$ cat src/rtl/minisys_io_pkg.sv
// ============================================================================
// minisys_io_pkg : shared encodings for the switch input MMIO block
// Revision 1.0
// ============================================================================
`default_nettype none

package minisys_io_pkg;

   typedef enum logic [1:0] {
      IDLE         = 2'd0,
      WAIT_READ    = 2'd1,
      WAIT_RELEASE = 2'd2
   } state_t;

   localparam logic [1:0] ADDR_DATA   = 2'd0;
   localparam logic [1:0] ADDR_STATUS = 2'd1;
   localparam logic [1:0] ADDR_RAW    = 2'd2;

   localparam int STAT_VALID   = 0;
   localparam int STAT_ENTER   = 1;
   localparam int STAT_SW_LSB  = 2;
   localparam int STAT_OVERRUN = 5;

endpackage

`default_nettype wire

$ cat src/rtl/sw_debounce.sv
// ============================================================================
// sw_debounce : two-flop synchroniser followed by a whole-vector debouncer
// Revision 1.0
// ============================================================================
`default_nettype none

module sw_debounce #(
   parameter int WIDTH           = 24,
   parameter int DEBOUNCE_CYCLES = 1000
) (
   input  logic             clk,
   input  logic             rst_n,
   input  logic [WIDTH-1:0] i_sw,
   output logic [WIDTH-1:0] o_stable
);

   localparam int            CW        = (DEBOUNCE_CYCLES > 1) ? $clog2(DEBOUNCE_CYCLES) : 1;
   localparam logic [CW-1:0] C_CNT_MAX = CW'(DEBOUNCE_CYCLES - 1);

   logic [WIDTH-1:0] r_sync1;
   logic [WIDTH-1:0] r_sync2;
   logic [WIDTH-1:0] r_prev;
   logic [WIDTH-1:0] r_stable;
   logic [CW-1:0]    r_cnt;
   logic [CW-1:0]    w_cnt_next;

   // Counter saturates at the acceptance threshold, so a quiet input keeps
   // reloading the same value into r_stable.
   always_comb begin
      w_cnt_next = r_cnt;
      if (r_sync2 != r_prev) begin
         w_cnt_next = '0;
      end else if (r_cnt != C_CNT_MAX) begin
         w_cnt_next = r_cnt + CW'(1);
      end
   end

   always_ff @(posedge clk or negedge rst_n) begin
      if (!rst_n) begin
         r_sync1  <= '0;
         r_sync2  <= '0;
         r_prev   <= '0;
         r_stable <= '0;
         r_cnt    <= '0;
      end else begin
         r_sync1 <= i_sw;
         r_sync2 <= r_sync1;
         r_prev  <= r_sync2;
         r_cnt   <= w_cnt_next;
         if (w_cnt_next == C_CNT_MAX) begin
            r_stable <= r_sync2;
         end
      end
   end

   assign o_stable = r_stable;

endmodule

`default_nettype wire

$ cat src/rtl/switch_input_ctrl.sv
// ============================================================================
// switch_input_ctrl : debounced board switches exposed as CPU MMIO registers
// Revision 1.0
// ============================================================================
`default_nettype none

module switch_input_ctrl
   import minisys_io_pkg::*;
#(
   parameter int DEBOUNCE_CYCLES = 1000,
   parameter int ENTER_BIT       = 20
) (
   input  logic        clk,
   input  logic        rst_n,
   input  logic [23:0] sw,
   input  logic        io_rd,
   input  logic [1:0]  io_addr,
   output logic [31:0] io_rdata,
   output logic        io_rvalid,
   output logic        wait_led
);

   logic [23:0] w_stable;
   logic        w_enter;
   logic        w_rise;
   logic        w_rd_data;
   logic        w_rd_status;

   state_t      r_state;
   state_t      w_state_next;
   logic        r_enter_d;
   logic [15:0] r_data;
   logic        r_valid;
   logic        r_ovr;
   logic [31:0] r_rdata;
   logic        r_rvalid;

   logic        w_load;
   logic        w_valid_clr;
   logic        w_ovr_set;
   logic [31:0] w_status;
   logic [31:0] w_rd_mux;

   sw_debounce #(
      .WIDTH           (24),
      .DEBOUNCE_CYCLES (DEBOUNCE_CYCLES)
   ) u_debounce (
      .clk      (clk),
      .rst_n    (rst_n),
      .i_sw     (sw),
      .o_stable (w_stable)
   );

   assign w_enter     = w_stable[ENTER_BIT];
   assign w_rise      = w_enter & ~r_enter_d;
   assign w_rd_data   = io_rd && (io_addr == ADDR_DATA);
   assign w_rd_status = io_rd && (io_addr == ADDR_STATUS);

   always_ff @(posedge clk or negedge rst_n) begin
      if (!rst_n) begin
         r_state <= IDLE;
      end else begin
         r_state <= w_state_next;
      end
   end

   // A DATA read in WAIT_READ takes precedence over a coincident press.
   always_comb begin
      w_state_next = r_state;
      w_load       = 1'b0;
      w_valid_clr  = 1'b0;
      w_ovr_set    = 1'b0;
      case (r_state)
         IDLE: begin
            if (w_rise) begin
               w_load       = 1'b1;
               w_state_next = WAIT_READ;
            end
         end
         WAIT_READ: begin
            if (w_rd_data) begin
               w_valid_clr  = 1'b1;
               w_state_next = w_enter ? WAIT_RELEASE : IDLE;
            end else if (w_rise) begin
               w_ovr_set = 1'b1;
            end
         end
         WAIT_RELEASE: begin
            if (!w_enter) begin
               w_state_next = IDLE;
            end
         end
         default: begin
            w_state_next = IDLE;
         end
      endcase
   end

   always_comb begin
      w_status                        = '0;
      w_status[STAT_VALID]            = r_valid;
      w_status[STAT_ENTER]            = w_enter;
      w_status[STAT_SW_LSB +: 3]      = w_stable[23:21];
      w_status[STAT_OVERRUN]          = r_ovr;
   end

   always_comb begin
      w_rd_mux = '0;
      case (io_addr)
         ADDR_DATA:   w_rd_mux = {16'h0, r_data};
         ADDR_STATUS: w_rd_mux = w_status;
         ADDR_RAW:    w_rd_mux = {8'h0, w_stable};
         default:     w_rd_mux = '0;
      endcase
   end

   // Set wins over the read-clear so an overrun coinciding with a STATUS read
   // is still visible on the next read.
   always_ff @(posedge clk or negedge rst_n) begin
      if (!rst_n) begin
         r_enter_d <= 1'b0;
         r_data    <= '0;
         r_valid   <= 1'b0;
         r_ovr     <= 1'b0;
         r_rdata   <= '0;
         r_rvalid  <= 1'b0;
      end else begin
         r_enter_d <= w_enter;
         if (w_load) begin
            r_data  <= w_stable[15:0];
            r_valid <= 1'b1;
         end else if (w_valid_clr) begin
            r_valid <= 1'b0;
         end
         if (w_ovr_set) begin
            r_ovr <= 1'b1;
         end else if (w_rd_status) begin
            r_ovr <= 1'b0;
         end
         r_rvalid <= io_rd;
         r_rdata  <= io_rd ? w_rd_mux : 32'h0;
      end
   end

   assign io_rdata  = r_rdata;
   assign io_rvalid = r_rvalid;
   assign wait_led  = (r_state == IDLE);

endmodule

`default_nettype wire

$ cat config.mk
export PLATFORM = sky130hd
export DESIGN_NAME = switch_input_ctrl
export DESIGN_NICKNAME = d
export VERILOG_FILES = /design/src/rtl/minisys_io_pkg.sv /design/src/rtl/sw_debounce.sv /design/src/rtl/switch_input_ctrl.sv
export SDC_FILE = /design/constraint.sdc
export NUM_CORES = 1
export LEC_CHECK = 0
export ABC_AREA = 1
export ABC_CLOCK_PERIOD_IN_PS = 2550
export BUFFER_PORTS_ARGS = -buffer_cell sky130_fd_sc_hd__buf_2
export CORE_ASPECT_RATIO = 0.75
export CORE_UTILIZATION = 55
export CTS_CLUSTER_SIZE = 40
export DETAILED_ROUTE_END_ITERATION = 16
export PLACE_DENSITY = 0.86
export SLEW_MARGIN = 20
export SYNTH_ARGS = -nofsm -noshare
export SYNTH_HDL_FRONTEND = slang
export SYNTH_SLANG_ARGS = --single-unit
export TNS_END_PERCENT = 10
$ cat constraint.sdc
create_clock -name clk -period 2.55 [get_ports clk]
set_input_delay 0.51 -clock clk [delete_from_list [all_inputs] [get_ports clk]]
set_output_delay 0.51 -clock clk [all_outputs]
set_load 0.03 [all_outputs]
==> flow_summary.json <==
{
  "status": "complete, no violations",
  "firstDrtPassIters": 5,
  "rr_worst_depth": 11,
  "reg2reg_from": "u_debounce.r_cnt[0]",
  "start_util_pct": 56.65,
  "track_usage_pct": 22.08,
  "clockBufferDepth": 2,
  "core-area_um2": 10330,
  "worst_slack_ns": 0.2614,
  "die_area_um2": 11060,
  "p_per_area_nw_per_um2": 759.7,
  "syn_avg_cell_area_um2": 9.769,
  "ys_seq_elements": 152,
  "fin_crit_ns": 2.289,
  "grtUsageMet3_pct": 6.344,
  "grt_pass1_vias": 3998,
  "clkPwrFrac_pct": 48.0,
  "antenna_left": 0,
  "vias_per_cell": 5.016,
  "yosysSeqAreaShare_pct": 65.00,
  "antenna_cells": 0,
  "hold_class": "in2async",
  "worst_ep_required_time_ns": 2.90,
  "end_kind": "flop",
  "crit_chain": "ha_1 > nand2_1 > nor2_1 > nand4_1 > nand2_1 > nand2_1 > nor2_2 > nand3_2 > nor2_4 > nand3_1 > nand2_1",
  "cts_setup_buffers": 0,
  "layout.cells.non_filler": 812,
  "cts_tree": "built",
  "die_h_um": 91.33,
  "p_sw_mw": 1.068,
  "dr.first_iter.drc_count": 334,
  "total_power_mw": 5.204,
  "drcViolationCount": 0,
  "async_flop_share_pct": 100.0,
  "dp_cells": 782,
  "design_area_um2": 6850,
  "slew_headroom_pct": 40.17,
  "final_cell_mix": "178 x nand2_1, 152 x dfrtp_1, 86 x inv_1",
  "wl_um": 10830,
  "max_stage_delay_ns": 0.42,
  "swShare_pct": 20.53,
  "hold_ws_ns": 0.1247,
  "grt-ovfl-total": 0,
  "leakage_nw": 3.546,
  "cp-start-kind": "flop",
  "synth_edf_count": 0,
  "wire_per_inst_um": 13.34,
  "clock.fmax_ghz": 0.4370,
  "slew_viol_final": 0,
  "hold_buffers": 0,
  "critPathSlowestCell": "nor2_4",
  "critPathLaunch": "u_debounce.r_cnt[0]",
  "rsz0062_at_grt": "false",
  "peakVddDrop_mv": 0.4819,
  "cts_sinks": 152,
  "fin_crit_sh_pct": 89.75,
  "busiest_layer": "met2",
  "ys_warn_count": 0,
  "intPower_mw": 4.136,
  "skew_ns": 0.009273,
  "fin_nets": 695,
  "layout-drive-gt1-share_pct": 14.79,
  "area_delta_synth_final_pct": 17.06,
  "clk_pin_slew_worst_paths_ns": 0.06,
  "grt_max_degree": 78,
  "synthFlopType": "dfrtp_1",
  "use_met1_pct": 28.62,
  "ios": 63,
  "h-tree-depth": 4,
  "numCtsBuffers": 17,
  "setup_viol": 0,
  "final_common_cell": "nand2_1",
  "grt_pass1_wl_um": 18460,
  "pwr-share-seq_pct": 48.4,
  "clk_latency_ns": 0.42,
  "cts_resized": 0,
  "worst_path_most_repeated_cell": "nand2_1",
  "fin_util_pct": 66.32,
  "rows": 32,
  "syn_area_um2": 5852,
  "gp_congestion": 0.9208,
  "critical_path_class": "reg2reg",
  "dpl_cell_area_um2": 6255,
  "ctsRootBufferMaster": "clkbuf_16",
  "r2r_slack_ns": 0.26,
  "yosysUniqueCellTypes": 31,
  "drv_cap": 0,
  "tightest_slew_ns": 0.8953,
  "worstReg2RegEnd": "u_debounce.o_stable[6]",
  "dp_hpwl_um": 7453,
  "die_w_um": 121.1,
  "antenna_found_initial": 0,
  "hold_viol_final": 0,
  "vias": 4073,
  "p_comb_share_pct": 3.6,
  "numPortBuffers": 54,
  "fin_tns_setup_ns": 0,
  "use_met2_pct": 35.05,
  "netlist_instances": 599,
  "pre_cts_ws_ns": 0.3441,
  "critPathArrivalTime_ns": 2.64,
  "path_max_fanout": 24
}
==> sequential cells by signal (all words and copies together) (netlist names) <==
name and flops:
io_rvalid 1, r_enter_d 1, io_rdata 24, r_state 2
u_debounce.o_stable 24, u_debounce.r_sync2 24, u_debounce.r_prev 24, r_ovr 1
r_valid 1, r_data 16, u_debounce.r_sync1 24, u_debounce.r_cnt 10
==> power groups by stage <==
stage	clock [mW]	combinational [mW]	sequential, mW
floorplan	0	0.102	2.55
global placement	0	0.180	2.56
detailed placement	0	0.191	2.56
CTS	2.53	0.193	2.52
global route	2.66	0.218	2.52
finish	2.50	0.189	2.52
==> Yosys cell counts (2+ instances only) <==
cell type / count / area, µm²
o21ai_0: 29 / 145.1
nand3_2: 2 / 20.02
o221ai_1: 5 / 43.79
nor2_4: 4 / 45.04
clkbuf_1: 6 / 22.52
buf_6: 4 / 45.04
buf_4: 9 / 67.56
nor3_1: 2 / 10.01
nand2_1: 178 / 668.1
xnor2_1: 10 / 87.58
xor2_1: 8 / 70.07
clkinv_1: 2 / 7.510
nor2_1: 53 / 198.9
dfrtp_1: 152 / 3804
a21oi_1: 2 / 10.01
inv_1: 86 / 322.8
nand4_1: 3 / 18.77
nand3_1: 31 / 155.2
==> layer usage <==
layer	vias to the layer above	part of all wire [%]	wire length, µm
li1	1933	-	-
met4	0	1.8	194
met5	-	0	0
met2	149	49	5266
met3	23	6.4	698
met1	1968	43	4674
==> how the worst max path moves through the flow <==
stage                     cells after the start                      end  slack, ns
final                                        11   u_debounce.o_stable[6]       0.26
after global routing                         11   u_debounce.o_stable[6]       0.04
after CTS                                    10   u_debounce.o_stable[6]       0.28
after detailed placement                     11  u_debounce.o_stable[10]       0.34
after global placement                       11  u_debounce.o_stable[20]       0.48
after floorplan                              13  u_debounce.o_stable[20]       0.69
==> cells by family after synthesis <==
logic type      after synthesis  synth area share, %
compound gates               38                3.613
xor+xnor                     19                2.972
fa+ha+maj                     1               0.2138
buf+inv                     109                8.103
flops                       152                65.00
other cells                   1              0.06408
simple gates                279                20.03
==> final cells by class <==
class | instances | area [µm²]
Tap cell | 136 | 170.2
Clock buffer | 22 | 474.2
Multi-Input combinational cell | 345 | 1600
Clock inverter | 8 | 121.4
Sequential cell | 152 | 3804
Timing Repair Buffer | 60 | 346.6
Inverter | 89 | 334.1
Fill cell | 750 | 3480
==> worst max-delay path, delay by kind of cell (launching register included) <==
family,cells,cell delay [ns]
flops,1,0.39
fa+ha+maj,1,0.21
simple gates,10,1.61
Note: power is estimated with default switching activity, not from simulation.
